===== config.mk =====
export PLATFORM = sky130hd
export DESIGN_NAME = spi_reg_responder
export DESIGN_NICKNAME = d
export VERILOG_FILES = /design/src/rtl/spi_reg_responder.sv
export SDC_FILE = /design/constraint.sdc
export NUM_CORES = 1
export LEC_CHECK = 0
export CAP_MARGIN = 20
export CORE_UTILIZATION = 55
export CTS_BUF_LIST = sky130_fd_sc_hd__clkbuf_4 sky130_fd_sc_hd__clkbuf_8 sky130_fd_sc_hd__clkbuf_16
export DETAILED_ROUTE_END_ITERATION = 12
export GPL_ROUTABILITY_DRIVEN = 0
export PLACE_DENSITY_LB_ADDON = 0.2
export SYNTH_ARGS = -nofsm -noshare
export SYNTH_HDL_FRONTEND = slang
export SYNTH_SLANG_ARGS = --single-unit

===== constraint.sdc =====
create_clock -name clk -period 3.35 [get_ports clk]
set_clock_uncertainty 0.05 [all_clocks]
set_input_delay 0.335 -clock clk [delete_from_list [all_inputs] [get_ports clk]]
set_output_delay 0.335 -clock clk [all_outputs]
set_load 0.02 [all_outputs]

===== src/rtl/spi_reg_responder.sv =====
// SPI peripheral terminating address+data frames into a small register bank.
// All SPI pins are oversampled on clk; the bank is written at end of frame.
module spi_reg_responder #(
    parameter int REG_WIDTH = 8,
    parameter int MSG_LEN = 2,
    parameter int NUM_REGS = 16,
    localparam int DATA_WIDTH = REG_WIDTH * (MSG_LEN - 1)
) (
    input  logic                           clk,
    input  logic                           rstn,
    input  logic                           sclk,
    input  logic                           csn,
    input  logic                           mosi,
    output logic                           miso,
    output logic [DATA_WIDTH*NUM_REGS-1:0] reg_values,
    output logic                           write_strobe,
    output logic [REG_WIDTH-1:0]           write_addr,
    output logic [DATA_WIDTH-1:0]          write_data_out,
    output logic                           frame_error
);

    localparam int MAXW = (DATA_WIDTH > REG_WIDTH) ? DATA_WIDTH : REG_WIDTH;
    localparam int CW = $clog2(MAXW + 1);
    localparam int IW = (NUM_REGS > 1) ? $clog2(NUM_REGS) : 1;
    localparam logic [CW-1:0] ADDR_LAST = CW'(REG_WIDTH - 1);
    localparam logic [CW-1:0] DATA_LAST = CW'(DATA_WIDTH - 1);
    localparam logic [REG_WIDTH-1:0] REG_LIMIT = REG_WIDTH'(NUM_REGS);

    localparam logic [2:0] IDLE    = 3'd0;
    localparam logic [2:0] ADDR    = 3'd1;
    localparam logic [2:0] DATA    = 3'd2;
    localparam logic [2:0] COMMIT  = 3'd3;
    localparam logic [2:0] WAIT_CS = 3'd4;

    logic                  sclk_s1, sclk_s2, sclk_s3;
    logic                  csn_s1, csn_s2;
    logic                  mosi_s1, mosi_s2;
    logic [2:0]            state;
    logic                  armed;
    logic [CW-1:0]         cnt;
    logic [REG_WIDTH-1:0]  addr_sh;
    logic [REG_WIDTH-1:0]  addr;
    logic [DATA_WIDTH-1:0] rx_sh;
    logic [DATA_WIDTH-1:0] tx_sh;
    logic [DATA_WIDTH-1:0] regs [NUM_REGS];

    logic                  sclk_rise;
    logic                  sclk_fall;
    logic [REG_WIDTH-1:0]  addr_nxt;
    logic                  addr_nxt_ok;
    logic                  addr_ok;
    logic [DATA_WIDTH-1:0] rx_nxt;
    logic [DATA_WIDTH-1:0] rd_val;

    assign sclk_rise   = sclk_s2 & ~sclk_s3;
    assign sclk_fall   = ~sclk_s2 & sclk_s3;
    assign addr_nxt    = {addr_sh[REG_WIDTH-2:0], mosi_s2};
    assign addr_nxt_ok = addr_nxt < REG_LIMIT;
    assign addr_ok     = addr < REG_LIMIT;
    assign rx_nxt      = {rx_sh[DATA_WIDTH-2:0], mosi_s2};
    assign rd_val      = addr_nxt_ok ? regs[addr_nxt[IW-1:0]] : '0;

    for (genvar g = 0; g < NUM_REGS; g++) begin : g_out
        assign reg_values[g*DATA_WIDTH +: DATA_WIDTH] = regs[g];
    end

    always_ff @(posedge clk or negedge rstn) begin
        if (!rstn) begin
            {sclk_s1, sclk_s2, sclk_s3} <= '0;
            {csn_s1, csn_s2}            <= '0;
            {mosi_s1, mosi_s2}          <= '0;
        end else begin
            sclk_s1 <= sclk;
            sclk_s2 <= sclk_s1;
            sclk_s3 <= sclk_s2;
            csn_s1  <= csn;
            csn_s2  <= csn_s1;
            mosi_s1 <= mosi;
            mosi_s2 <= mosi_s1;
        end
    end

    // A frame only starts after csn has been seen high, so the reset
    // value of the csn synchronizer cannot open a bogus frame.
    always_ff @(posedge clk or negedge rstn) begin
        if (!rstn) begin
            state          <= IDLE;
            armed          <= 1'b0;
            cnt            <= '0;
            addr_sh        <= '0;
            addr           <= '0;
            rx_sh          <= '0;
            tx_sh          <= '0;
            miso           <= 1'b0;
            write_strobe   <= 1'b0;
            write_addr     <= '0;
            write_data_out <= '0;
            frame_error    <= 1'b0;
            for (int i = 0; i < NUM_REGS; i++) regs[i] <= '0;
        end else begin
            write_strobe <= 1'b0;
            frame_error  <= 1'b0;
            case (state)
                IDLE: begin
                    miso <= 1'b0;
                    cnt  <= '0;
                    if (csn_s2) begin
                        armed <= 1'b1;
                    end else if (armed) begin
                        armed   <= 1'b0;
                        addr_sh <= '0;
                        state   <= ADDR;
                    end
                end
                ADDR: begin
                    if (csn_s2) begin
                        frame_error <= 1'b1;
                        state       <= IDLE;
                    end else if (sclk_rise) begin
                        addr_sh <= addr_nxt;
                        if (cnt == ADDR_LAST) begin
                            addr  <= addr_nxt;
                            tx_sh <= rd_val;
                            miso  <= rd_val[DATA_WIDTH-1];
                            rx_sh <= '0;
                            cnt   <= '0;
                            state <= DATA;
                        end else begin
                            cnt <= cnt + 1'b1;
                        end
                    end
                end
                DATA: begin
                    // The final rise beats a simultaneous csn release.
                    if (sclk_rise && cnt == DATA_LAST) begin
                        rx_sh <= rx_nxt;
                        miso  <= 1'b0;
                        state <= COMMIT;
                    end else if (csn_s2) begin
                        frame_error <= 1'b1;
                        miso        <= 1'b0;
                        state       <= IDLE;
                    end else if (sclk_rise) begin
                        rx_sh <= rx_nxt;
                        cnt   <= cnt + 1'b1;
                    end else if (sclk_fall && cnt != '0) begin
                        // Fall trailing the last address bit is skipped.
                        tx_sh <= tx_sh << 1;
                        miso  <= tx_sh[DATA_WIDTH-2];
                    end
                end
                COMMIT: begin
                    if (addr_ok) begin
                        regs[addr[IW-1:0]] <= rx_sh;
                        write_strobe       <= 1'b1;
                    end
                    write_addr     <= addr;
                    write_data_out <= rx_sh;
                    cnt            <= '0;
                    state          <= WAIT_CS;
                end
                WAIT_CS: begin
                    miso <= 1'b0;
                    if (csn_s2) begin
                        state <= IDLE;
                    end else if (sclk_rise) begin
                        frame_error <= 1'b1;
                    end
                end
                default: state <= IDLE;
            endcase
        end
    end

endmodule


### After elaboration in Yosys (flattened, before gate mapping)

Index checks and enable logic that the tools add are counted.

| operators by class | value |
|---|---|
| equality and inequality tests | 21 |
| reduce and logical (&&, ||, !) cells | 19 |
| magnitude comparators | 5 |
| add/sub/neg operators | 1 |
| mux-type cells | 57 |
| bitwise gates (word level) | 7 |

Operators by type and width:

| kind | count |
|---|---|
| bitwise mux 128 bit | 1 |
| two-way mux 8 bit | 10 |
| two-way mux 7 bit | 11 |
| binary-select mux 8 bit (select 4 bit) | 1 |
| demux 8 bit (select 4 bit) | 1 |
| one-hot mux 7 bit (2 select lines) | 2 |
| two-way mux 4 bit | 6 |
| two-way mux 3 bit | 7 |
| != test 2 bit, second input constant | 10 |
| AND reduction 6 bit | 3 |
| < comparator 8 x 5 -> 1 bit, second input constant | 2 |
| one-hot mux 8 bit (2 select lines) | 1 |
| one-hot mux 3 bit (5 select lines) | 1 |
| two-way mux 1 bit | 13 |
| != test 3 bit, second input constant | 4 |
| one-hot mux 4 bit (3 select lines) | 1 |
| greater-or-equal comparator 5 bit, second input constant | 2 |
| NOT 4 -> 5 bit | 2 |
| != test 4 bit, second input constant | 2 |
| AND reduction 4 bit | 2 |
| AND reduction 8 bit | 1 |
| == test 3 x 2 -> 1 bit, second input constant | 2 |
| one-hot mux 1 bit (3 select lines) | 2 |
| nonzero test 3 bit | 2 |
| other kinds (14) | 21 |

| word-level totals | value |
|---|---|
| output and inout port bits | 147 |
| bits of input ports | 5 |
| register bits | 192 |
| logic and storage cells | 145 |

### Logic depth before layout (Yosys ltp)

Gate-level depths: netlist (run 1).

| logic depth | value |
|---|---|
| depth in word-level cells | 9 |
| mapped depth | 7 |
| gate-level depth less buffers | 6 |

### Worst setup path before layout (run 1)

No wires, ideal clock.

| timing path | value |
|---|---|
| kind | flip-flop to flip-flop |
| start point | register addr[7] |
| end point | register regs (netlist bit reg_values[120]) |
| data required time | 3.175 ns |
| slack | 1.252 ns |
| setup time | 0.125 ns |
| buffers on the path | 0 |
| cell stages (with the launch flop) | 6 |
| clock period less this slack | 2.098 ns |
| arrival time | 1.923 ns |
| cell sequence | dfrtp_1 > or4_4 > nor2_4 > nand3_4 > nor2_2 > mux2_2 |

| between the ends | value |
|---|---|
| cells in the longest elaborated chain, start to end | 2 |

Ends and longest elaborated chain:

| what | RTL line | RTL |
|---|---|---|
| from (decl) | 42 | `logic [REG_WIDTH-1:0] addr;` |
| from (signal assigned) | 122 | `addr <= addr_nxt;` |
| < comparator 8 x 5 -> 1 bit | 59 | `assign addr_ok = addr < REG_LIMIT;` |
| AND reduction 2 bit (no line) | -- |  |
| to (signal, indexed assignment) | 154 | `regs[addr[IW-1:0]] <= rx_sh;` |
| to (decl) | 45 | `logic [DATA_WIDTH-1:0] regs [NUM_REGS];` |

No other way between the ends.
A chain may end at the register's enable or synchronous reset.

### Worst setup path in the final report (run 1)

| timing path | value |
|---|---|
| start point | register state[0] |
| end point | register regs (netlist bit reg_values[106]) |

| between the ends | value |
|---|---|
| cells in the longest elaborated chain, start to end | 2 |

Ends and longest elaborated chain:

| what | RTL line | RTL |
|---|---|---|
| from (decl) | 38 | `logic [2:0] state;` |
| from (signal assigned) | 87 | `state <= IDLE;` |
| from (signal assigned) | 112 | `state <= ADDR;` |
| from (signal assigned) | 118 | `state <= IDLE;` |
| == test 3 x 2 -> 1 bit | 103 | `case (state)` |
| AND reduction 2 bit (no line) | -- |  |

No other way between the ends.

==> metrics.yaml, run 1 <==
status:
  outcome: "complete, no violations"
global_routing:
  grtUsageTotal_pct: 28.7
  overflow: 0
  grt_pass1_wl_um: 34600
  grt_start_max_net_pins: 87
  grt_antenna_before_repair: 0
  grt_pass1_vias: 6045
detailed_routing:
  routedWlPerCell_um: 22.0
  wl_met1_um: 9170
  wl_met2_um: 11000
  finalWirelength_um: 21700
  wl_met3_um: 1080
  routed.top_layer: "met4"
  firstDrtPassIters: 5
  ant_nets: 0
  drc: 0
  viasPerCell: 5.90
  drt_iter0_drc: 406
  vias: 5821
sta:
  post-route-period-util_pct: 79.4
  worst_pin_slew_ns: 0.976
  fmaxAchievable_mhz: 376
  setup_viol: 0
  fin_tns_setup_ns: 0
  hold_violations: 0
  slew_viol_final: 0
  max_slew_margin_pct: 34.9
  grt_setup_unrepaired: "false"
  min_period_ns: 2.66
finish:
  fin_nets: 770
  final-seq-area_um2: 4810
  fin_util_pct: 71.2
  syn_to_final_growth_pct: 25.5
  insertedDiodeCount: 0
  multi_input_area_um2: 3680
  fillCellCount: 1074
  layout-drive-gt1-share_pct: 31.4
yosys:
  syn_inst: 626
  syn_nets: 633
  yosysWarnings: 0
  yosysMostFrequentCell: "dfrtp_1"
  yosysUniqueCellTypes: 56
  synth_area_leaders: "dfrtp_1, mux2_2, mux4_2"
  synth_largest_area_cell: "dfrtp_1"
  ys_ff_latch: 192
  synthFlopType: "dfrtp_1"
  synth_common_cells: "dfrtp_1, mux2_2, nand2_1"
  yosysTopAreaCellShare_pct: 55.3
  yosysSeqAreaShare_pct: 55.3
  syn_area_um2: 8680
  synth_edf_count: 0
  async_reset_ff_share_pct: 100
  synth_area_per_cell_um2: 13.9
clock_tree:
  cts_buffer_depth: 2
  root_buffer: "clkbuf_16"
  cts_buffers: 17
  clk_pin_slew_worst_paths_ns: 0.07
  cts_sinks: 192
  cts_max_level: 4
  cts_tree: "yes"
  cts_setup_buffers: 0
  clock_latency_ns: 0.43
die:
  start_util_pct: 56.7
  chipHeight_um: 128
  die_w_um: 128
  dieArea_um2: 16300
  ioPinCount: 152
  core_um2: 15300
  rows: 45
power:
  peakVddDrop_uv: 373
  leakagePower_nw: 4.95
  powerDensity_nw_per_um2: 408
  p_total_mw: 4.45
worst_setup_path:
  crit_path_top_delay_cell: "dfrtp_1"
  worstPathMaxFanout: 21
  path_delay_family: "simple AND/OR/NAND/NOR gates"
  cp.required_ns: 3.61
  start_kind: "flip-flop"
  cpPeakStageDelay_ns: 0.75
  worst-path-buf-inv: 0
  crit_chain: "nand3b_1 > nor2_4 > nand3b_4 > nor2_2 > mux2_2"
  worst_setup_path_end_kind: "flip-flop"
  crit_type: "flip-flop to flip-flop"
  worst_ep_arrival_time_ns: 2.92
min_path:
  hold_class: "input pin to flip-flop"
placement:
  port_buffers: 151
  dp_hpwl_um: 15100
flow_run:
  maxCapViolations: 0
-- worst register-to-register path: cells and delay by family (launching register included) --
kind          cells  cell delay, ns
simple gates      4            1.33
mux               1            0.41
flops             1            0.75
-- path summary, 6_finish.rpt --
| check | from | end | slack [ns] | cells after the start |
|---|---|---|---|---|
| min in group asynchronous | rstn | write_addr[0]$_DFFE_PN0P_ | 0.43 | 2 |
| worst min-delay path | mosi | mosi_s1$_DFF_PN0_ | 0.29 | 1 |
| max in group asynchronous | rstn | addr_sh[1]$_DFFE_PN0P_ | 1.95 | 3 |
| worst max register to register | state[0]$_DFFE_PN0P_ | reg_values[106]$_DFFE_PN0P_ | 0.69 | 5 |
| worst min register to register | csn_s1$_DFF_PN0_ | csn_s2$_DFF_PN0_ | 0.30 | 0 |
| worst max-delay path | state[0]$_DFFE_PN0P_ | reg_values[106]$_DFFE_PN0P_ | 0.69 | 5 |
-- per-stage QoR --
stage | std cells | hold WS [ns] | worst slack [ns] | cell area (um2)
after floorplan | 626 | -0.0106 | 1.25 | 8680
after global routing | 987 | 0.294 | 0.492 | 10900
after detailed placement | 954 | 0.286 | 0.667 | 10300
final | 987 | 0.293 | 0.691 | 10900
after global placement | 954 | 0.283 | 0.715 | 10300
after CTS | 987 | 0.278 | 0.634 | 10900
-- per-layer routing --
layer  global-route usage [%]  up-vias
met2                     47.6      217
li1                         -     2555
met5                        0        -
met3                     5.93       30
met1                     38.0     3019
met4                     9.69        0
-- layout by cell type (no fill, tap or decap), drive strengths merged, types with 11 or more instances in the layout --
cell,n
dfrtp,192
nor2,24
clkdlybuf4s50,150
nor2b,11
clkbuf,18
nand2,39
mux4,26
o21ai,26
mux2,156
a21oi,13
mux2i,14
nand2b,11
-- kinds of logic after synthesis --
| logic type | count (synthesis) | share of synthesized area [%] |
|---|---|---|
| AO/OA/AOI/OAI | 71 | 5.26 |
| XOR/XNOR | 1 | 0.101 |
| adder cells (fa/ha/maj) | 2 | 0.288 |
| buffers and inverters | 46 | 2.32 |
| flip-flops | 192 | 55.3 |
| multiplexers | 196 | 28.7 |
| AND/OR/NAND/NOR | 118 | 8.00 |
-- layout make-up --
class                   count  share of cell area (%)
well taps                 211                    2.42
clock buffers              18                    4.03
inverters                   4                   0.138
multi-input cells         388                    33.7
repair buffers            160                    14.6
clock inverters            14                   0.941
flip-flops and latches    192                    44.1
-- flip-flops by register name, summed over array words and instances, names as in the netlist, 3 cells and up --
register and cells:
reg_values 128, addr_sh 7, state 3, write_data_out 8
cnt 4, write_addr 8, rx_sh 8, tx_sh 7
addr 8
-- timing repair --
item	4_1_cts	5_1_grt
gates resized for setup	0	0
setup endpoints to repair	0	0
hold buffers	1	0
hold endpoints to repair	64	0
-- power breakdown --
part           internal [mW]  switching, mW  total, mW  leakage [nW]
logic                 0.0749          0.112      0.187          2.01
clock network          0.981          0.897       1.88         0.277
registers               2.33         0.0554       2.39          2.66
Note: power is estimated with default switching activity, not from simulation.
==> run 2, diff against run 1 <==
--- a/config.mk
+++ b/config.mk
@@ -6,7 +6,7 @@
 export NUM_CORES = 1
 export LEC_CHECK = 0
 export CAP_MARGIN = 20
-export CORE_UTILIZATION = 55
+export CORE_UTILIZATION = 48
 export CTS_BUF_LIST = sky130_fd_sc_hd__clkbuf_4 sky130_fd_sc_hd__clkbuf_8 sky130_fd_sc_hd__clkbuf_16
 export DETAILED_ROUTE_END_ITERATION = 12
 export GPL_ROUTABILITY_DRIVEN = 0
==> constraint.sdc (replaced) <==
create_clock -name clk -period 2.3 [get_ports clk]
set_clock_uncertainty 0.05 [all_clocks]
set_input_delay 0.23 -clock clk [delete_from_list [all_inputs] [get_ports clk]]
set_output_delay 0.23 -clock clk [all_outputs]
set_load 0.02 [all_outputs]
==> metrics.yaml, run 2 (synthesized netlist as in run 1, its figures left out) <==
die:
  dieArea_um2: 18600  # +14%
  chipHeight_um: 137  # +6.9%
  start_util_pct: 49.7  # -7.0 points
  ioPinCount: 152  # unchanged
  die_w_um: 137  # +6.9%
  rows: 48  # +6.7%
  core_um2: 17500  # +14%
clock_tree:
  clock_latency_ns: 0.44  # about the same
  clk_pin_slew_worst_paths_ns: 0.07  # about the same
  cts_buffer_depth: 2  # unchanged
  cts_sinks: 192  # unchanged
  cts_buffers: 17  # unchanged
  cts_max_level: 4  # unchanged
  cts_tree: "yes"
  root_buffer: "clkbuf_16"
sta:
  max_slew_margin_pct: 50.7  # +16 points
  grt_setup_unrepaired: "true"
  min_period_ns: 2.25  # -0.412 ns
  fmaxAchievable_mhz: 445  # +18%
  slew_viol_final: 0  # unchanged
  worst_pin_slew_ns: 0.740  # -0.236 ns
  setup_ws_ns: 0.0529  # -0.638 ns
  fin_hold_ws_ns: 0.183  # -0.110 ns
  hold_violations: 0  # unchanged
  setup_viol: 0  # unchanged
  post-route-period-util_pct: 97.7  # +18 points
status:
  outcome: "complete, no violations"
min_path:
  hold_class: "input pin to flip-flop"
global_routing:
  grt_pass1_wl_um: 35100  # +1.5%
  grt_pass1_vias: 6191  # +2.4%
  grt_start_max_net_pins: 61  # -30%
  grtUsageTotal_pct: 25.7  # -3.0 points
  overflow: 0  # unchanged
  grt_antenna_before_repair: 0  # unchanged
detailed_routing:
  wl_met3_um: 1040  # -3.3%
  wl_met2_um: 11500  # +4.6%
  finalWirelength_um: 22300  # +2.7%
  ant_nets: 0  # unchanged
  firstDrtPassIters: 5  # unchanged
  vias: 5912  # +1.6%
  viasPerCell: 5.75  # -2.6%
  wl_met1_um: 9480  # +3.4%
  routedWlPerCell_um: 21.7  # -1.5%
  drt_iter0_drc: 312  # -23%
  routed.top_layer: "met4"
  drc: 0  # unchanged
power:
  peakVddDrop_uv: 572  # +53%
  powerDensity_nw_per_um2: 592  # +45%
  leakagePower_nw: 5.13  # +3.6%
finish:
  fin_nets: 798  # +3.6%
  final_cell_mix: "dfrtp_1, mux2_2, clkdlybuf4s50_1, nand2_1"
  final_common_cell: "dfrtp_1"
  layout-drive-gt1-share_pct: 34.2  # +2.8 points
  syn_to_final_growth_pct: 30.6
  largest_reg_flops: 128  # unchanged
  insertedDiodeCount: 0  # unchanged
  fin_util_pct: 64.9  # -6.3 points
flow_run:
  maxCapViolations: 0  # unchanged
worst_setup_path:
  worst_ep_arrival_time_ns: 2.51  # -0.41 ns
  cp.required_ns: 2.56  # -1.05 ns
  start_kind: "flip-flop"
  worstPathMaxFanout: 8  # -62%
  worst_setup_path_end_kind: "flip-flop"
  crit_type: "flip-flop to flip-flop"
placement:
  dp_hpwl_um: 15900  # +5.2%
  dp_worst_setup_slack_ns: 0.0537  # -0.613 ns
  port_buffers: 151  # unchanged
## run 2: cell count changes in the layout (fill, tap and decap cells not counted), sizes merged
cell,previous run,this run
buf,9,37
clkinv,8,1
clkinvlp,0,4
inv,10,12
bufinv,0,1
## run 2: metal layers
metal | up-vias | GRT usage, %
met1 | 3087 | 33.9
met2 | 183 | 43.8
met3 | 20 | 4.85
met4 | 0 | 5.99
li1 | 2622 | -
met5 | - | 0
## run 2: metrics by stage
| stage | instances | setup TNS, ns | instance area, um2 | power, mW |
|---|---|---|---|---|
| finish | 1029 | 0 | 11300 | 6.72 |
| global route | 1029 | -0.0804 | 11300 | 6.97 |
| CTS | 1028 | 0 | 11300 | 6.78 |
| detailed placement | 995 | 0 | 10700 | 3.85 |
| global placement | 995 | 0 | 10700 | 3.85 |
| floorplan | 626 | 0 | 8680 | 3.67 |
## run 2: critical path, stage by stage (launching register included)
cell	delay [ns]
dfrtp_1	0.39
or4_4	0.58
nor2_4	0.21
nand3b_4	0.15
nor2_2	0.23
buf_12	0.17
mux2_2	0.33
## run 2: power by group
| group | leakage (nW) | switching (mW) | total [mW] | internal, mW |
|---|---|---|---|---|
| Sequential | 2.66 | 0.0409 | 3.44 | 3.39 |
| Combinational | 2.19 | 0.214 | 0.354 | 0.140 |
| Clock | 0.276 | 1.37 | 2.93 | 1.56 |
| Total | 5.13 | 1.62 | 6.72 | 5.10 |
## run 2: final cells by class
| class | instances | area [um2] |
|---|---|---|
| repair buffers | 188 | 1960 |
| well taps | 225 | 282 |
| clock inverters | 14 | 146 |
| multi-input cells | 388 | 3700 |
| fillers | 1278 | 6130 |
| flip-flops and latches | 192 | 4810 |
| clock buffers | 18 | 439 |
| inverters | 4 | 15.0 |
## run 2: final timing paths
kind | endpoint | from | cells after the start | slack [ns]
setup / recovery | reg_values[82]$_DFFE_PN0P_ | addr[5]$_DFFE_PN0P_ | 6 | 0.05
hold / removal | csn_s1$_DFF_PN0_ | csn | 1 | 0.18
setup reg to reg | reg_values[82]$_DFFE_PN0P_ | addr[5]$_DFFE_PN0P_ | 6 | 0.05
hold reg to reg | mosi_s2$_DFF_PN0_ | mosi_s1$_DFF_PN0_ | 0 | 0.30
max in group asynchronous | mosi_s2$_DFF_PN0_ | rstn | 3 | 1.09
min in group asynchronous | write_addr[4]$_DFFE_PN0P_ | rstn | 2 | 0.23
## run 2: timing repair
action / in CTS / in global routing
hold buffers: 1 / 0
setup endpoints to repair: 0 / 33
endpoints found under the hold margin: 40 / 0
setup buffers: 0 / 1
resized for setup: 0 / 7
==> run 3, diff against run 2 <==
--- a/config.mk
+++ b/config.mk
@@ -6,7 +6,9 @@
 export NUM_CORES = 1
 export LEC_CHECK = 0
 export CAP_MARGIN = 20
-export CORE_UTILIZATION = 48
+export CELL_PAD_IN_SITES_DETAIL_PLACEMENT = 0
+export CELL_PAD_IN_SITES_GLOBAL_PLACEMENT = 1
+export CORE_UTILIZATION = 39
 export CTS_BUF_LIST = sky130_fd_sc_hd__clkbuf_4 sky130_fd_sc_hd__clkbuf_8 sky130_fd_sc_hd__clkbuf_16
 export DETAILED_ROUTE_END_ITERATION = 12
 export GPL_ROUTABILITY_DRIVEN = 0
==> metrics.yaml, run 3 (synthesized netlist as in run 1, its figures left out) <==
sta:
  fmaxAchievable_mhz: 448  # +0.66%
  grt_setup_unrepaired: "true"
  max_slew_margin_pct: 51.6  # +0.93 points
  fin_tns_setup_ns: 0  # unchanged
  slew_viol_final: 0  # unchanged
  setup_ws_ns: 0.0677  # +0.0148 ns
  post-route-period-util_pct: 97.1  # -0.65 points
  hold_violations: 0  # unchanged
  worst_pin_slew_ns: 0.726  # -0.0139 ns
  setup_viol: 0  # unchanged
  min_period_ns: 2.23  # -0.0148 ns
placement:
  dp_worst_setup_slack_ns: -0.356  # -0.409 ns
  postPlaceCellArea_um2: 10800  # +0.97%
  port_buffers: 151  # unchanged
  dp_hpwl_um: 16600  # +4.1%
finish:
  final_common_cell: "dfrtp_1"
  layout-drive-gt1-share_pct: 34.6  # +0.37 points
  largest_reg_flops: 128  # unchanged
  final_cell_mix: "dfrtp_1, mux2_2, clkdlybuf4s50_1, nand2_1"
  final_area_um2: 11500  # +1.4%
  fin_nets: 801  # +0.38%
  syn_to_final_growth_pct: 32.5
  insertedDiodeCount: 0  # unchanged
  fillCellCount: 1850  # +45%
clock_tree:
  clk_pin_slew_worst_paths_ns: 0.08  # about the same
  cts_buffers: 17  # unchanged
  cts_max_level: 4  # unchanged
  root_buffer: "clkbuf_16"
  cts_buffer_depth: 2  # unchanged
  cts_sinks: 192  # unchanged
  clock_latency_ns: 0.43  # about the same
  cts_tree: "yes"
global_routing:
  overflow: 0  # unchanged
  grt_antenna_before_repair: 0  # unchanged
  grtUsageTotal_pct: 21.7  # -3.9 points
  grt_start_max_net_pins: 68  # +11%
  grt_pass1_wl_um: 36400  # +3.7%
  grt_pass1_vias: 6131  # -0.97%
detailed_routing:
  drt_iter0_drc: 293  # -6.1%
  firstDrtPassIters: 4  # -1
  vias: 5850  # -1.0%
  ant_nets: 0  # unchanged
  viasPerCell: 5.38  # -6.3%
  routedWlPerCell_um: 21.4  # -1.2%
  drc: 0  # unchanged
  finalWirelength_um: 23300  # +4.4%
worst_setup_path:
  start_kind: "flip-flop"
  worstPathMaxFanout: 8  # unchanged
  worst_ep_arrival_time_ns: 2.50  # about the same
  crit_type: "flip-flop to flip-flop"
  crit_path_top_delay_cell: "or4_4"
  cp.required_ns: 2.57  # about the same
  path_delay_family: "simple AND/OR/NAND/NOR gates"
  cpPeakStageDelay_ns: 0.59  # about the same
  worst-path-buf-inv: 1  # unchanged
  crit_chain: "or4_4 > nor2_4 > nand3_4 > nor2_2 > buf_6 > mux2_2"
  worst_setup_path_end_kind: "flip-flop"
min_path:
  hold_class: "input pin to flip-flop"
flow_run:
  maxCapViolations: 0  # unchanged
power:
  leakagePower_nw: 5.17  # +0.89%
  peakVddDrop_uv: 545  # -4.7%
  powerDensity_nw_per_um2: 595  # +0.39%
die:
  core_um2: 21800  # +25%
  dieArea_um2: 22900  # +23%
  ioPinCount: 152  # unchanged
  die_w_um: 151  # +11%
  start_util_pct: 39.8  # -9.9 points
  rows: 54  # +13%
  chipHeight_um: 151  # +11%
status:
  outcome: "complete, no violations"
## run 3: repair_timing
action / CTS / global route
setup endpoints to repair: 4 / 46
buffers inserted: 1 / 0
cloned: 0 / 0
gates resized for setup: 7 / 2
pin swaps: 1 / 2
endpoints found under the hold margin: 63 / 0
hold buffers: 1 / 0
## run 3: final timing paths
check / slack [ns] / cells past startpoint / start / to
worst max-delay path: 0.07 / 6 / addr[4]$_DFFE_PN0P_ / reg_values[122]$_DFFE_PN0P_
worst min-delay path: 0.19 / 1 / mosi / mosi_s1$_DFF_PN0_
worst max register to register: 0.07 / 6 / addr[4]$_DFFE_PN0P_ / reg_values[122]$_DFFE_PN0P_
worst min register to register: 0.30 / 0 / sclk_s1$_DFF_PN0_ / sclk_s2$_DFF_PN0_
max in group asynchronous: 1.21 / 3 / rstn / reg_values[90]$_DFFE_PN0P_
min in group asynchronous: 0.32 / 2 / rstn / write_addr[5]$_DFFE_PN0P_
## run 3: layout make-up
class | count | area [um2] | share of cell area [%]
Inverter | 4 | 15.0 | 0.130
Clock buffer | 17 | 425 | 3.70
Timing Repair Buffer | 191 | 1990 | 17.3
Clock inverter | 15 | 189 | 1.64
Sequential cell | 192 | 4810 | 41.8
Tap cell | 280 | 350 | 3.04
Multi-Input combinational cell | 388 | 3720 | 32.4
## run 3: per-stage QoR
stage	hold slack, ns	total power, mW	instances	util (%)
after floorplan	-0.116	3.67	626	-
after global routing	0.178	7.10	1087	52.7
after CTS	0.181	6.93	1087	52.7
final	0.192	6.84	1087	52.7
after detailed placement	0.257	3.87	1053	49.5
after global placement	0.233	3.86	1053	49.5
## run 3: power by group
| part | internal, mW | switching [mW] |
|---|---|---|
| Clock | 1.57 | 1.47 |
| Sequential | 3.39 | 0.0341 |
| Combinational | 0.144 | 0.233 |
## run 3: metal layers
| metal | part of all wire [%] | track usage (%) | vias up |
|---|---|---|---|
| li1 | - | - | 2622 |
| met3 | 4.6 | 4.34 | 17 |
| met2 | 50 | 36.0 | 164 |
| met4 | 0.84 | 4.80 | 0 |
| met5 | 0 | 0 | - |
| met1 | 44 | 29.4 | 3047 |
